**src/rtl/letc_core_fetch.sv**
```systemverilog
// Instruction fetch: one outstanding imem request feeding a 2-entry queue to decode.
// Redirects flush the queue and drop any in-flight response; decode backpressure throttles requests.
module letc_core_fetch #(
  parameter logic [31:0] RESET_PC = 32'h0000_0000
) (
  input  logic        i_clk,
  input  logic        i_rst,
  output logic        o_imem_req_valid,
  input  logic        i_imem_req_ready,
  output logic [31:0] o_imem_req_addr,
  input  logic        i_imem_rsp_valid,
  input  logic [31:0] i_imem_rsp_data,
  input  logic        i_imem_rsp_fault,
  output logic        o_dec_valid,
  input  logic        i_dec_ready,
  output logic [31:0] o_dec_instr,
  output logic [31:0] o_dec_pc,
  output logic        o_dec_fault,
  input  logic        i_redirect_valid,
  input  logic [31:0] i_redirect_pc
);

  typedef enum logic [1:0] {S_REQ, S_WAIT, S_DISCARD} state_t;

  state_t      r_state;
  state_t      w_state_nxt;
  logic [31:0] r_pc;
  logic [31:0] r_req_pc;
  logic [31:0] r_q_instr [2];
  logic [31:0] r_q_pc    [2];
  logic [1:0]  r_q_fault;
  logic        r_rd_ptr;
  logic        r_wr_ptr;
  logic [1:0]  r_count;
  logic        w_req_hs;
  logic        w_push;
  logic        w_pop;

  // Only request when a response is guaranteed a free slot.
  assign o_imem_req_valid = !i_rst && (r_state == S_REQ) && (r_count <= 2'd1) && !i_redirect_valid;
  assign o_imem_req_addr  = {r_pc[31:2], 2'b00};
  assign w_req_hs         = o_imem_req_valid && i_imem_req_ready;

  assign o_dec_valid = !i_rst && (r_count != 2'd0);
  assign o_dec_instr = r_q_instr[r_rd_ptr];
  assign o_dec_pc    = r_q_pc[r_rd_ptr];
  assign o_dec_fault = r_q_fault[r_rd_ptr];

  assign w_push = (r_state == S_WAIT) && i_imem_rsp_valid && !i_redirect_valid;
  assign w_pop  = o_dec_valid && i_dec_ready && !i_redirect_valid;

  always_comb begin
    w_state_nxt = r_state;
    case (r_state)
      S_REQ:     if (w_req_hs) w_state_nxt = S_WAIT;
      S_WAIT: begin
        if (i_imem_rsp_valid)      w_state_nxt = S_REQ;
        else if (i_redirect_valid) w_state_nxt = S_DISCARD;
      end
      // A response landing together with a redirect still retires the old request.
      S_DISCARD: if (i_imem_rsp_valid) w_state_nxt = S_REQ;
      default:   w_state_nxt = S_REQ;
    endcase
  end

  always_ff @(posedge i_clk) begin
    if (i_rst) begin
      r_state  <= S_REQ;
      r_pc     <= RESET_PC;
      r_req_pc <= RESET_PC;
    end else begin
      r_state <= w_state_nxt;
      if (i_redirect_valid) begin
        r_pc <= i_redirect_pc;
      end else if (w_req_hs) begin
        r_pc     <= o_imem_req_addr + 32'd4;
        r_req_pc <= o_imem_req_addr;
      end
    end
  end

  always_ff @(posedge i_clk) begin
    if (i_rst || i_redirect_valid) begin
      r_count  <= 2'd0;
      r_rd_ptr <= 1'b0;
      r_wr_ptr <= 1'b0;
    end else begin
      if (w_push) r_wr_ptr <= ~r_wr_ptr;
      if (w_pop)  r_rd_ptr <= ~r_rd_ptr;
      case ({w_push, w_pop})
        2'b10:   r_count <= r_count + 2'd1;
        2'b01:   r_count <= r_count - 2'd1;
        default: r_count <= r_count;
      endcase
    end
  end

  always_ff @(posedge i_clk) begin
    if (w_push) begin
      r_q_instr[r_wr_ptr] <= i_imem_rsp_data;
      r_q_pc[r_wr_ptr]    <= r_req_pc;
      r_q_fault[r_wr_ptr] <= i_imem_rsp_fault;
    end
  end

  a_no_rsp_in_req: assert property (@(posedge i_clk) disable iff (i_rst)
    !((r_state == S_REQ) && i_imem_rsp_valid));

endmodule

```
**config.mk**
```make
export PLATFORM = sky130hd
export DESIGN_NAME = letc_core_fetch
export DESIGN_NICKNAME = d
export VERILOG_FILES = /design/src/rtl/letc_core_fetch.sv
export SDC_FILE = /design/constraint.sdc
export NUM_CORES = 1
export LEC_CHECK = 0
export ABC_AREA = 1
export BUFFER_PORTS_ARGS = -buffer_cell sky130_fd_sc_hd__buf_2
export CAP_MARGIN = 20
export CORE_MARGIN = 10
export CORE_UTILIZATION = 55
export DETAILED_ROUTE_END_ITERATION = 12
export PLACE_DENSITY = 0.83
export SLEW_MARGIN = 10
export SYNTH_ARGS = -nofsm -noshare
export SYNTH_HDL_FRONTEND = slang
export SYNTH_SLANG_ARGS = --single-unit
```
**constraint.sdc**
```tcl
create_clock -name i_clk -period 6.3 [get_ports i_clk]
set_input_delay 1.26 -clock i_clk [delete_from_list [all_inputs] [get_ports i_clk]]
set_output_delay 1.26 -clock i_clk [all_outputs]
set_load 0.01 [all_outputs]
```
==> Word level (Yosys, flattened, before mapping) <==
Memory sizes are Yosys's and may differ from the RTL's. A register that Yosys moved wholly into a read port is not among the register bits.
Cells that the tools add are included.
{ "word_totals": {"word_cells": 64, "regBits": 70, "inputBits": 71, "ram_bits": 124, "mem_count": 2, "out_inout_bits": 99} }
{ "memory_table": {"columns": ["memory", "depth", "word_bits", "read_ports", "rd_ports_with_merged_regs", "wr", "line", "rtl"], "rows": [
  ["r_q_instr", 2, 32, 1, 1, 1, "29", "logic [31:0] r_q_instr [2];"],
  ["r_q_pc", 2, 30, 1, 1, 1, "30", "logic [31:0] r_q_pc [2];"]
]} }
{ "classes": {"reduce_logical": 19, "n_addsub": 3, "eq_ne": 7, "n_bitwise": 3, "order_cmp": 4, "mux": 19} }
{ "op_table": {"columns": ["cell", "count"], "rows": [
  ["$mux 32", 2],
  ["$add 32x3->32 const B", 1],
  ["$logic_and 1x1->1", 10],
  ["$mux 1", 9],
  ["$mux 2", 4],
  ["$pmux 2 s3", 1],
  ["$reduce_bool 2->1", 3],
  ["$eq 2x1->1 const B", 2],
  ["$eq 2x2->1 const B", 2],
  ["$lt 1x2->1 const B", 2],
  ["$ne 2x2->1 const B", 2],
  ["$pmux 2 s2", 1],
  ["$ne 3x3->1 const B", 1],
  ["$not 1->1", 3],
  ["$reduce_and 3->1", 1],
  ["$add 2x1->2 const B", 1],
  ["$bwmux 2", 1],
  ["$le 2x1->1 const B", 1],
  ["$logic_not 1->1", 2],
  ["$logic_not 2->1", 1],
  ["$reduce_and 2->1", 1],
  ["$sub 2x1->2 const B", 1],
  ["$demux 1 s1", 1],
  ["$ge 1x1->1 const B", 1],
  ["$logic_or 1x1->1", 1]
]} }

==> Longest topological paths before layout <==
Gate-level depths: netlist of the first run.
{ "depth": {"ltp_word": 7, "ltp_mapped": 12, "mapped_depth_nobuf": 11} }

==> Worst setup path before layout of the first run <==
OpenSTA, ideal clock, no wires.
{ "synth_timing": {"kind": "input -> register", "start": "input i_redirect_valid", "end": "register r_q_fault[0] (enable)", "cell_stages": 3, "setup_ns": 0.485, "n_path_buf": 0, "arrival_ns": 4.252, "slack_ns": 1.564, "required_ns": 5.815, "cell_sequence": "inv_1 > nand3_1 > nor2_1"} }
{ "synth_between": {"elab_chain_len": 2} }
{ "synth_rtl": {"columns": ["element", "line", "rtl"], "rows": [
  ["start, declared", "19", "input logic i_redirect_valid,"],
  ["$logic_not 1->1", "49", "assign w_push = (r_state == S_WAIT) && i_imem_rsp_valid && !i_redirect_valid;"],
  ["$logic_and 1x1->1", "49", null],
  ["end signal, assigned by index", "102", "r_q_fault[r_wr_ptr] <= i_imem_rsp_fault;"],
  ["end, declared", "31", "logic [1:0] r_q_fault;"]
]} }
Every way passes these cells.
A chain may end at the register's enable or synchronous reset.

==> Worst setup path after layout of the first run <==
{ "layout_timing": {"start": "input i_rst", "end": "output o_imem_req_valid"} }
{ "layout_between": {"elab_chain_len": 4} }
{ "layout_rtl": {"columns": ["element", "line", "rtl"], "rows": [
  ["start, declared", "7", "input logic i_rst,"],
  ["$logic_not 1->1", "40", "assign o_imem_req_valid = !i_rst && (r_state == S_REQ) && (r_count <= 2'd1) && !i_redirect_valid;"],
  ["$logic_and 1x1->1 (3 in series)", "40", null],
  ["end, declared", "8", "output logic o_imem_req_valid,"]
]} }
Every way passes these cells.

==> flow_results.xml, run 1 <==
<?xml version="1.0" encoding="UTF-8"?>
<metrics>
  <group name="run_status">
    <metric name="outcome" unit="">completed</metric>
  </group>
  <group name="min_path">
    <metric name="worstHoldPathCells" unit="">0</metric>
    <metric name="hold_start" unit="">r_req_pc[29]$_SDFFE_PP0P_</metric>
    <metric name="hold_path_end" unit="">r_q_pc[0][27]$_DFFE_PP_</metric>
    <metric name="hp-class" unit="">reg2reg</metric>
  </group>
  <group name="logic_synthesis">
    <metric name="synthTopCellsByCount" unit="">sky130_fd_sc_hd__nand2_1 (143), sky130_fd_sc_hd__edfxtp_1 (126), sky130_fd_sc_hd__dfxtp_1 (67), sky130_fd_sc_hd__mux2_2 (62), sky130_fd_sc_hd__inv_1 (61)</metric>
    <metric name="synth_async_sr_flop_share" unit="%">0</metric>
    <metric name="synth_top_cell_area_share" unit="%">46.5</metric>
    <metric name="synth.yosys.seq_area_share" unit="%">63.0</metric>
    <metric name="synth.most_common_cell" unit="">sky130_fd_sc_hd__nand2_1</metric>
    <metric name="postSynthCellCount" unit="">739</metric>
    <metric name="cell_taking_the_most_area_after_synthesis" unit="">sky130_fd_sc_hd__edfxtp_1</metric>
    <metric name="post_synth_num_cell_types" unit="">31</metric>
    <metric name="postSynthAreaPerCell" unit="um2">11.0</metric>
    <metric name="mappedNetlistArea" unit="mm2">0.00813</metric>
    <metric name="synth_edf_count" unit="">126</metric>
    <metric name="flip_flop_and_latch_count_after_synthesis" unit="">193</metric>
    <metric name="synth_flop_cell" unit="">sky130_fd_sc_hd__edfxtp_1</metric>
    <metric name="synth_top_cells_by_area" unit="">sky130_fd_sc_hd__edfxtp_1 (47%), sky130_fd_sc_hd__dfxtp_1 (16%), sky130_fd_sc_hd__mux2_2 (8.6%)</metric>
    <metric name="yosys_synthesis_warning_count" unit="">0</metric>
  </group>
  <group name="cts">
    <metric name="number_of_clock_buffers_inserted_by_tritoncts" unit="">17</metric>
    <metric name="numClockSinks" unit="">193</metric>
    <metric name="ctsHoldBuffers" unit="">0</metric>
    <metric name="worst_skew_pair.late_latency" unit="ns">0.43</metric>
    <metric name="post-cts-setup-buffer-count" unit="">0</metric>
    <metric name="clk_pin_slew" unit="ns">0.07</metric>
    <metric name="tritoncts" unit="">built</metric>
    <metric name="clk_root_buffer_cell" unit="">sky130_fd_sc_hd__clkbuf_16</metric>
    <metric name="ctsResizeCount" unit="">0</metric>
    <metric name="cts.htree.levels" unit="">4</metric>
    <metric name="cts_buffer_depth" unit="">2</metric>
  </group>
  <group name="placed_design">
    <metric name="place.port_buffers" unit="">163</metric>
    <metric name="pre_cts_slack" unit="ns">2.39</metric>
    <metric name="placed_cells" unit="">1062</metric>
    <metric name="dp_hpwl" unit="mm">13.0</metric>
    <metric name="routability_congestion_estimate_from_global_placement" unit="">0.921</metric>
    <metric name="detailed_place.area" unit="mm2">0.00907</metric>
  </group>
  <group name="timing">
    <metric name="maxSlewViolCount" unit="">0</metric>
    <metric name="relSlewSlack" unit="%">35.1</metric>
    <metric name="clock-skew-final" unit="ns">0.0148</metric>
    <metric name="rsz0062_at_grt" unit="">no</metric>
    <metric name="final_setup_violation_count" unit="">0</metric>
    <metric name="tns" unit="ns">0</metric>
    <metric name="final_hold_viol_count" unit="">0</metric>
    <metric name="min_period" unit="ns">3.49</metric>
    <metric name="timing.final.crit_share" unit="%">55.4</metric>
    <metric name="fin_ws" unit="ns">2.81</metric>
    <metric name="tightestPinTransition" unit="ns">0.972</metric>
    <metric name="clock.fmax" unit="GHz">0.287</metric>
  </group>
  <group name="drt">
    <metric name="routed_wl" unit="mm">18.8</metric>
    <metric name="remaining_drc_errors" unit="">0</metric>
    <metric name="postRouteAntennaNets" unit="">0</metric>
    <metric name="drtIter0Drc" unit="">378</metric>
    <metric name="drt_pass1_iterations" unit="">5</metric>
    <metric name="detailed_route_wire_length_per_cell" unit="um">17.2</metric>
    <metric name="routed_via_density" unit="">5.31</metric>
    <metric name="num_vias" unit="">5810</metric>
  </group>
  <group name="floorplanning">
    <metric name="rows" unit="">44</metric>
    <metric name="initial_core_util" unit="%">56.0</metric>
    <metric name="floorplan.io_pins" unit="">170</metric>
    <metric name="die-height" unit="um">142</metric>
    <metric name="die_width" unit="um">142</metric>
    <metric name="fp.dieArea" unit="mm2">0.0201</metric>
    <metric name="design.core.area" unit="mm2">0.0145</metric>
  </group>
  <group name="pwr">
    <metric name="netSwitchingPower" unit="W">0.000555</metric>
    <metric name="share_seq_of_total_power" unit="%">52.4</metric>
    <metric name="p_per_area" unit="mW/mm2">275</metric>
    <metric name="combPwrFrac" unit="%">5.2</metric>
    <metric name="internal_power" unit="W">0.00211</metric>
    <metric name="power" unit="W">0.00267</metric>
    <metric name="vdd_ir_drop_max" unit="V">0.000189</metric>
    <metric name="leakagePower" unit="nW">3.89</metric>
    <metric name="netSwitchingFraction" unit="%">20.8</metric>
    <metric name="pwr-share-clk" unit="%">42.4</metric>
  </group>
  <group name="critical_path">
    <metric name="crit_path_end_kind" unit="">primary output</metric>
    <metric name="reg2reg_slack" unit="ns">3.77</metric>
    <metric name="cp.required" unit="ns">5.04</metric>
    <metric name="critical_path.max_fanout" unit="">30</metric>
    <metric name="worst-endpoint-arrival" unit="ns">2.23</metric>
    <metric name="worstSetupStartpointType" unit="">primary input</metric>
    <metric name="worst_r2r_startpoint" unit="">r_state[0]$_SDFFE_PP0P_</metric>
    <metric name="crit-reg2reg-capture" unit="">r_q_instr[1][4]$_DFFE_PP_</metric>
    <metric name="r2r.worst_path.cells" unit="">5</metric>
    <metric name="worstSetupPathType" unit="">in2out</metric>
  </group>
  <group name="global_route">
    <metric name="grt_use_total" unit="%">18.7</metric>
    <metric name="initial_antenna_violation_count" unit="">0</metric>
    <metric name="number_of_global_route_vias_before_repair" unit="">5930</metric>
    <metric name="grt_max_degree" unit="">56</metric>
    <metric name="grt_first_pass_wirelength" unit="mm">29.8</metric>
    <metric name="overflow" unit="">0</metric>
  </group>
  <group name="finish">
    <metric name="num-fill-cells" unit="">1123</metric>
    <metric name="stdcell_area" unit="mm2">0.00971</metric>
    <metric name="post_route_cells_drive_above_1_share" unit="%">31.9</metric>
    <metric name="layout.nets" unit="">972</metric>
    <metric name="area_growth" unit="%">19.4</metric>
    <metric name="instances_no_fill" unit="">1094</metric>
    <metric name="diodes" unit="">0</metric>
  </group>
  <group name="run">
    <metric name="max_cap_violations" unit="">0</metric>
  </group>
</metrics>
## power groups by stage
stage / Sequential [W] / Combinational, W / Clock [W]
global placement: 0.00142 / 0.000133 / 0
finish: 0.00140 / 0.000139 / 0.00113
floorplan: 0.00142 / 0.0000763 / 0
global route: 0.00140 / 0.000155 / 0.00120
CTS: 0.00140 / 0.000139 / 0.00114
detailed placement: 0.00142 / 0.000138 / 0
## registers in the layout, summed over array words and instances (netlist names), named ones only
name,count
r_q_fault,2
r_wr_ptr,1
r_req_pc,30
r_rd_ptr,1
r_count,2
r_state,2
r_q_instr,64
r_pc,30
r_q_pc,60
## worst max-delay path, cell delays in order
cell                      delay (ns)
sky130_fd_sc_hd__buf_2          0.54
sky130_fd_sc_hd__nor2_4         0.11
sky130_fd_sc_hd__nand3_2        0.14
sky130_fd_sc_hd__inv_1          0.04
sky130_fd_sc_hd__buf_2          0.13
## routing by layer
| layer | GRT usage [%] | wire (um) |
|---|---|---|
| met1 | 21.6 | 7630 |
| met2 | 31.3 | 9190 |
| met3 | 6.51 | 1550 |
| met4 | 7.10 | 431 |
| met5 | 0 | 0 |
## metrics by stage
step / utilization, % / hold slack, ns
2_1_floorplan: - / 0.420
5_1_grt: 66.8 / 0.465
3_3_place_gp: 62.4 / 0.426
6_report: 66.8 / 0.452
4_1_cts: 66.8 / 0.452
3_5_place_dp: 62.4 / 0.434
## worst max path at each step
| stage | startpoint | slack, ns | endpoint |
|---|---|---|---|
| 5_1_grt | i_redirect_valid | 2.63 | r_q_instr[1][15]$_DFFE_PP_ |
| 2_1_floorplan | i_redirect_valid | 1.56 | r_q_fault[0]$_DFFE_PP_ |
| 3_5_place_dp | i_redirect_valid | 2.39 | r_q_instr[1][1]$_DFFE_PP_ |
| 4_1_cts | flop | 2.80 | o_dec_pc[16] |
| 3_3_place_gp | i_redirect_valid | 2.42 | r_q_pc[1][1]$_DFFE_PP_ |
| 6_report | i_rst | 2.81 | o_imem_req_valid |
## kinds of logic after synthesis
logic type      count (synthesis)  share of synthesized area [%]
simple gates                  262                           14.4
buf+inv                        95                           5.09
mux                            62                           8.58
xor+xnor                       12                           1.29
fa+ha+maj                       4                          0.615
compound gates                110                           6.97
flops                         193                           63.0
other cells                     1                         0.0461
## final cells by class
type	count	area, um2	share of cell area [%]
tap	184	230	2.37
timing repair buffer	167	846	8.71
multi-input combinational	454	2630	27.0
sequential	193	5130	52.8
clock inverter	7	90.1	0.928
clock buffer	25	551	5.67
inverter	64	240	2.47
## layout by cell type, fill, tap and decap left out, types with 3 or more instances in the layout
cell / synthesis / layout
sky130_fd_sc_hd__nand2_2: 7 / 7
sky130_fd_sc_hd__a31oi_1: 7 / 7
sky130_fd_sc_hd__nand3_1: 29 / 29
sky130_fd_sc_hd__conb_1: 1 / 4
sky130_fd_sc_hd__mux2_2: 62 / 62
sky130_fd_sc_hd__ha_1: 4 / 4
sky130_fd_sc_hd__nor2_1: 60 / 58
sky130_fd_sc_hd__o21ai_0: 55 / 55
sky130_fd_sc_hd__edfxtp_1: 126 / 126
sky130_fd_sc_hd__xor2_1: 10 / 10
sky130_fd_sc_hd__dfxtp_1: 67 / 66
sky130_fd_sc_hd__inv_2: 3 / 3
sky130_fd_sc_hd__nor2_2: 6 / 5
sky130_fd_sc_hd__inv_1: 61 / 61
sky130_fd_sc_hd__nor2_4: 9 / 12
sky130_fd_sc_hd__buf_4: 7 / 4
sky130_fd_sc_hd__clkbuf_16: 0 / 21
sky130_fd_sc_hd__a21oi_1: 46 / 46
sky130_fd_sc_hd__clkbuf_1: 8 / 3
sky130_fd_sc_hd__nand2_1: 143 / 143
sky130_fd_sc_hd__buf_2: 13 / 163
Note: power is estimated with default switching activity, not from simulation.
==> inputs of run 2 (changes only) <==
==> constraint.sdc (replaced) <==
create_clock -name i_clk -period 3.5 [get_ports i_clk]
set_input_delay 0.7 -clock i_clk [delete_from_list [all_inputs] [get_ports i_clk]]
set_output_delay 0.7 -clock i_clk [all_outputs]
set_load 0.01 [all_outputs]
==> run 2 against run 1 <==
Net effect: clock power is 65% higher; die area stayed put; sequential cell count stayed put; via count is 0.55% lower; sequential power is 79% higher; final area is 0.18% lower; clock-buffer cell count is 8 lower; setup slack worse by 2.0 ns; critical path depth is 2 lower; register-to-register slack worse by 2.4 ns; critical path type is now reg2out; largest cell class unchanged.
==> flow_results.xml, run 2 (synthesis results as in run 1) <==
<?xml version="1.0" encoding="UTF-8"?>
<metrics>
  <group name="run_status">
    <metric name="outcome" unit="">completed</metric>
  </group>
  <group name="finish">
    <metric name="instances_no_fill" unit="">1097</metric>
    <metric name="layout.nets" unit="">975</metric>
    <metric name="post_route_cells_drive_above_1_share" unit="%">32.5</metric>
    <metric name="flip_flop_count_of_the_largest_register_all_copies_and_words_added" unit="">64</metric>
    <metric name="diodes" unit="">0</metric>
    <metric name="regMostFlops" unit="">r_q_instr</metric>
    <metric name="largest_registers_ranked_by_flip_flop_count" unit="">r_q_instr (64), r_q_pc (60)</metric>
    <metric name="final_util" unit="%">66.7</metric>
    <metric name="area_growth" unit="%">19.2</metric>
    <metric name="mostFrequentLayoutCell" unit="">sky130_fd_sc_hd__buf_2</metric>
    <metric name="most-common-layout-cells" unit="">sky130_fd_sc_hd__buf_2 (163), sky130_fd_sc_hd__nand2_1 (143), sky130_fd_sc_hd__edfxtp_1 (126)</metric>
  </group>
  <group name="floorplanning">
    <metric name="fp.dieArea" unit="mm2">0.0201</metric>
    <metric name="floorplan.io_pins" unit="">170</metric>
    <metric name="design.core.area" unit="mm2">0.0145</metric>
    <metric name="die-height" unit="um">142</metric>
    <metric name="initial_core_util" unit="%">56.0</metric>
    <metric name="rows" unit="">44</metric>
    <metric name="die_width" unit="um">142</metric>
  </group>
  <group name="cts">
    <metric name="ctsHoldBuffers" unit="">0</metric>
    <metric name="clk_root_buffer_cell" unit="">sky130_fd_sc_hd__clkbuf_16</metric>
    <metric name="cts_buffer_depth" unit="">2</metric>
    <metric name="cts.htree.levels" unit="">4</metric>
    <metric name="clk_pin_slew" unit="ns">0.07</metric>
    <metric name="numClockSinks" unit="">193</metric>
    <metric name="ctsResizeCount" unit="">0</metric>
    <metric name="tritoncts" unit="">built</metric>
    <metric name="post-cts-setup-buffer-count" unit="">0</metric>
    <metric name="worst_skew_pair.late_latency" unit="ns">0.43</metric>
    <metric name="number_of_clock_buffers_inserted_by_tritoncts" unit="">17</metric>
  </group>
  <group name="critical_path">
    <metric name="worst-endpoint-arrival" unit="ns">2.01</metric>
    <metric name="critPathTopFamily" unit="">flip-flops</metric>
    <metric name="crit_path_end_kind" unit="">primary output</metric>
    <metric name="worstSetupStartpointType" unit="">flop</metric>
    <metric name="worstSetupPathType" unit="">reg2out</metric>
    <metric name="timing.critical_path.slowest_cell_delay" unit="ns">0.69</metric>
    <metric name="crit_slowest_cell" unit="">sky130_fd_sc_hd__dfxtp_2</metric>
    <metric name="critical_path.max_fanout" unit="">45</metric>
    <metric name="worst-path-buf-inv" unit="">2</metric>
    <metric name="crit_chain" unit="">buf_12 &gt; mux2_2 &gt; buf_2</metric>
    <metric name="cp.required" unit="ns">2.80</metric>
  </group>
  <group name="min_path">
    <metric name="hp-class" unit="">reg2reg</metric>
  </group>
  <group name="pwr">
    <metric name="combPwrFrac" unit="%">5.4</metric>
    <metric name="pwr-share-clk" unit="%">40.3</metric>
    <metric name="internal_power" unit="W">0.00357</metric>
    <metric name="netSwitchingPower" unit="W">0.00107</metric>
    <metric name="leakagePower" unit="nW">3.88</metric>
    <metric name="vdd_ir_drop_max" unit="V">0.000313</metric>
    <metric name="netSwitchingFraction" unit="%">23.1</metric>
    <metric name="share_seq_of_total_power" unit="%">54.2</metric>
    <metric name="p_per_area" unit="mW/mm2">479</metric>
  </group>
  <group name="timing">
    <metric name="hold-worst-slack" unit="ns">0.453</metric>
    <metric name="clock.fmax" unit="GHz">0.369</metric>
    <metric name="min_period" unit="ns">2.71</metric>
    <metric name="rsz0062_at_grt" unit="">no</metric>
    <metric name="final_hold_viol_count" unit="">0</metric>
    <metric name="clock-skew-final" unit="ns">0.0105</metric>
    <metric name="timing.final.crit_share" unit="%">77.3</metric>
    <metric name="final_setup_violation_count" unit="">0</metric>
    <metric name="tightestPinTransition" unit="ns">0.919</metric>
    <metric name="relSlewSlack" unit="%">38.7</metric>
    <metric name="maxSlewViolCount" unit="">0</metric>
  </group>
  <group name="drt">
    <metric name="routed_via_density" unit="">5.27</metric>
    <metric name="num_vias" unit="">5778</metric>
    <metric name="drt_pass1_iterations" unit="">5</metric>
    <metric name="routed_wl" unit="mm">18.8</metric>
    <metric name="drtIter0Drc" unit="">404</metric>
    <metric name="postRouteAntennaNets" unit="">0</metric>
    <metric name="remaining_drc_errors" unit="">0</metric>
    <metric name="detailed_route_wire_length_per_cell" unit="um">17.1</metric>
  </group>
  <group name="global_route">
    <metric name="grt_max_degree" unit="">77</metric>
    <metric name="grt_use_total" unit="%">18.6</metric>
    <metric name="number_of_global_route_vias_before_repair" unit="">5862</metric>
    <metric name="overflow" unit="">0</metric>
    <metric name="initial_antenna_violation_count" unit="">0</metric>
    <metric name="grt_first_pass_wirelength" unit="mm">29.8</metric>
  </group>
  <group name="placed_design">
    <metric name="routability_congestion_estimate_from_global_placement" unit="">0.938</metric>
    <metric name="place.port_buffers" unit="">163</metric>
    <metric name="placed_cells" unit="">1065</metric>
    <metric name="dp_hpwl" unit="mm">13.1</metric>
  </group>
  <group name="run">
    <metric name="max_cap_violations" unit="">0</metric>
  </group>
</metrics>
## run 2: cell types whose count changed in the layout (fill, tap and decap cells not counted), sizes merged
cell | before | now
clkbuf | 25 | 17
inv | 65 | 71
buf | 167 | 170
clkinv | 4 | 7
bufinv | 2 | 1
## run 2: worst paths after layout
kind         depth (start not counted)  slack, ns                       to                       from
max                                  3       0.79             o_dec_pc[19]                       flop
min                                  0       0.45  r_q_pc[0][24]$_DFFE_PP_  r_req_pc[26]$_SDFFE_PP0P_
max reg2reg                         11       1.39    r_pc[13]$_SDFFE_PP0P_    r_count[1]$_SDFFE_PP0P_
min reg2reg                          0       0.45  r_q_pc[0][24]$_DFFE_PP_  r_req_pc[26]$_SDFFE_PP0P_
## run 2: through the flow
stage	setup TNS [ns]	total power, W	setup WS, ns	cell area, um2
after global placement	0	0.00280	0.862	9110
after detailed placement	0	0.00281	0.807	9110
after CTS	0	0.00467	0.742	9690
after floorplan	-85.24	0.00270	-0.676	8140
final	0	0.00464	0.793	9690
after global routing	0	0.00480	0.685	9690
## run 2: power groups by stage
stage	registers [W]	clock network, W	logic, W
2_1_floorplan	0.00256	0	0.000137
3_3_place_gp	0.00256	0	0.000242
3_5_place_dp	0.00256	0	0.000251
4_1_cts	0.00251	0.00190	0.000253
5_1_grt	0.00252	0.00200	0.000282
6_report	0.00251	0.00187	0.000252
## run 2: routing by layer
metal  global-route usage (%)  up-vias  share of wire, %
met5                        0        -                 0
met4                     7.42        0               2.2
met3                     5.41       32               7.4
met2                     31.5      195                50
met1                     21.7     2721                41
li1                         -     2830                 -
## run 2: layout make-up
| class | instances | area, um2 |
|---|---|---|
| clock buffers | 17 | 425 |
| clock inverters | 15 | 150 |
| fillers | 1128 | 4840 |
| inverters | 64 | 240 |
| multi-input cells | 454 | 2630 |
| flip-flops and latches | 193 | 5130 |
| well taps | 184 | 230 |
| repair buffers | 170 | 893 |
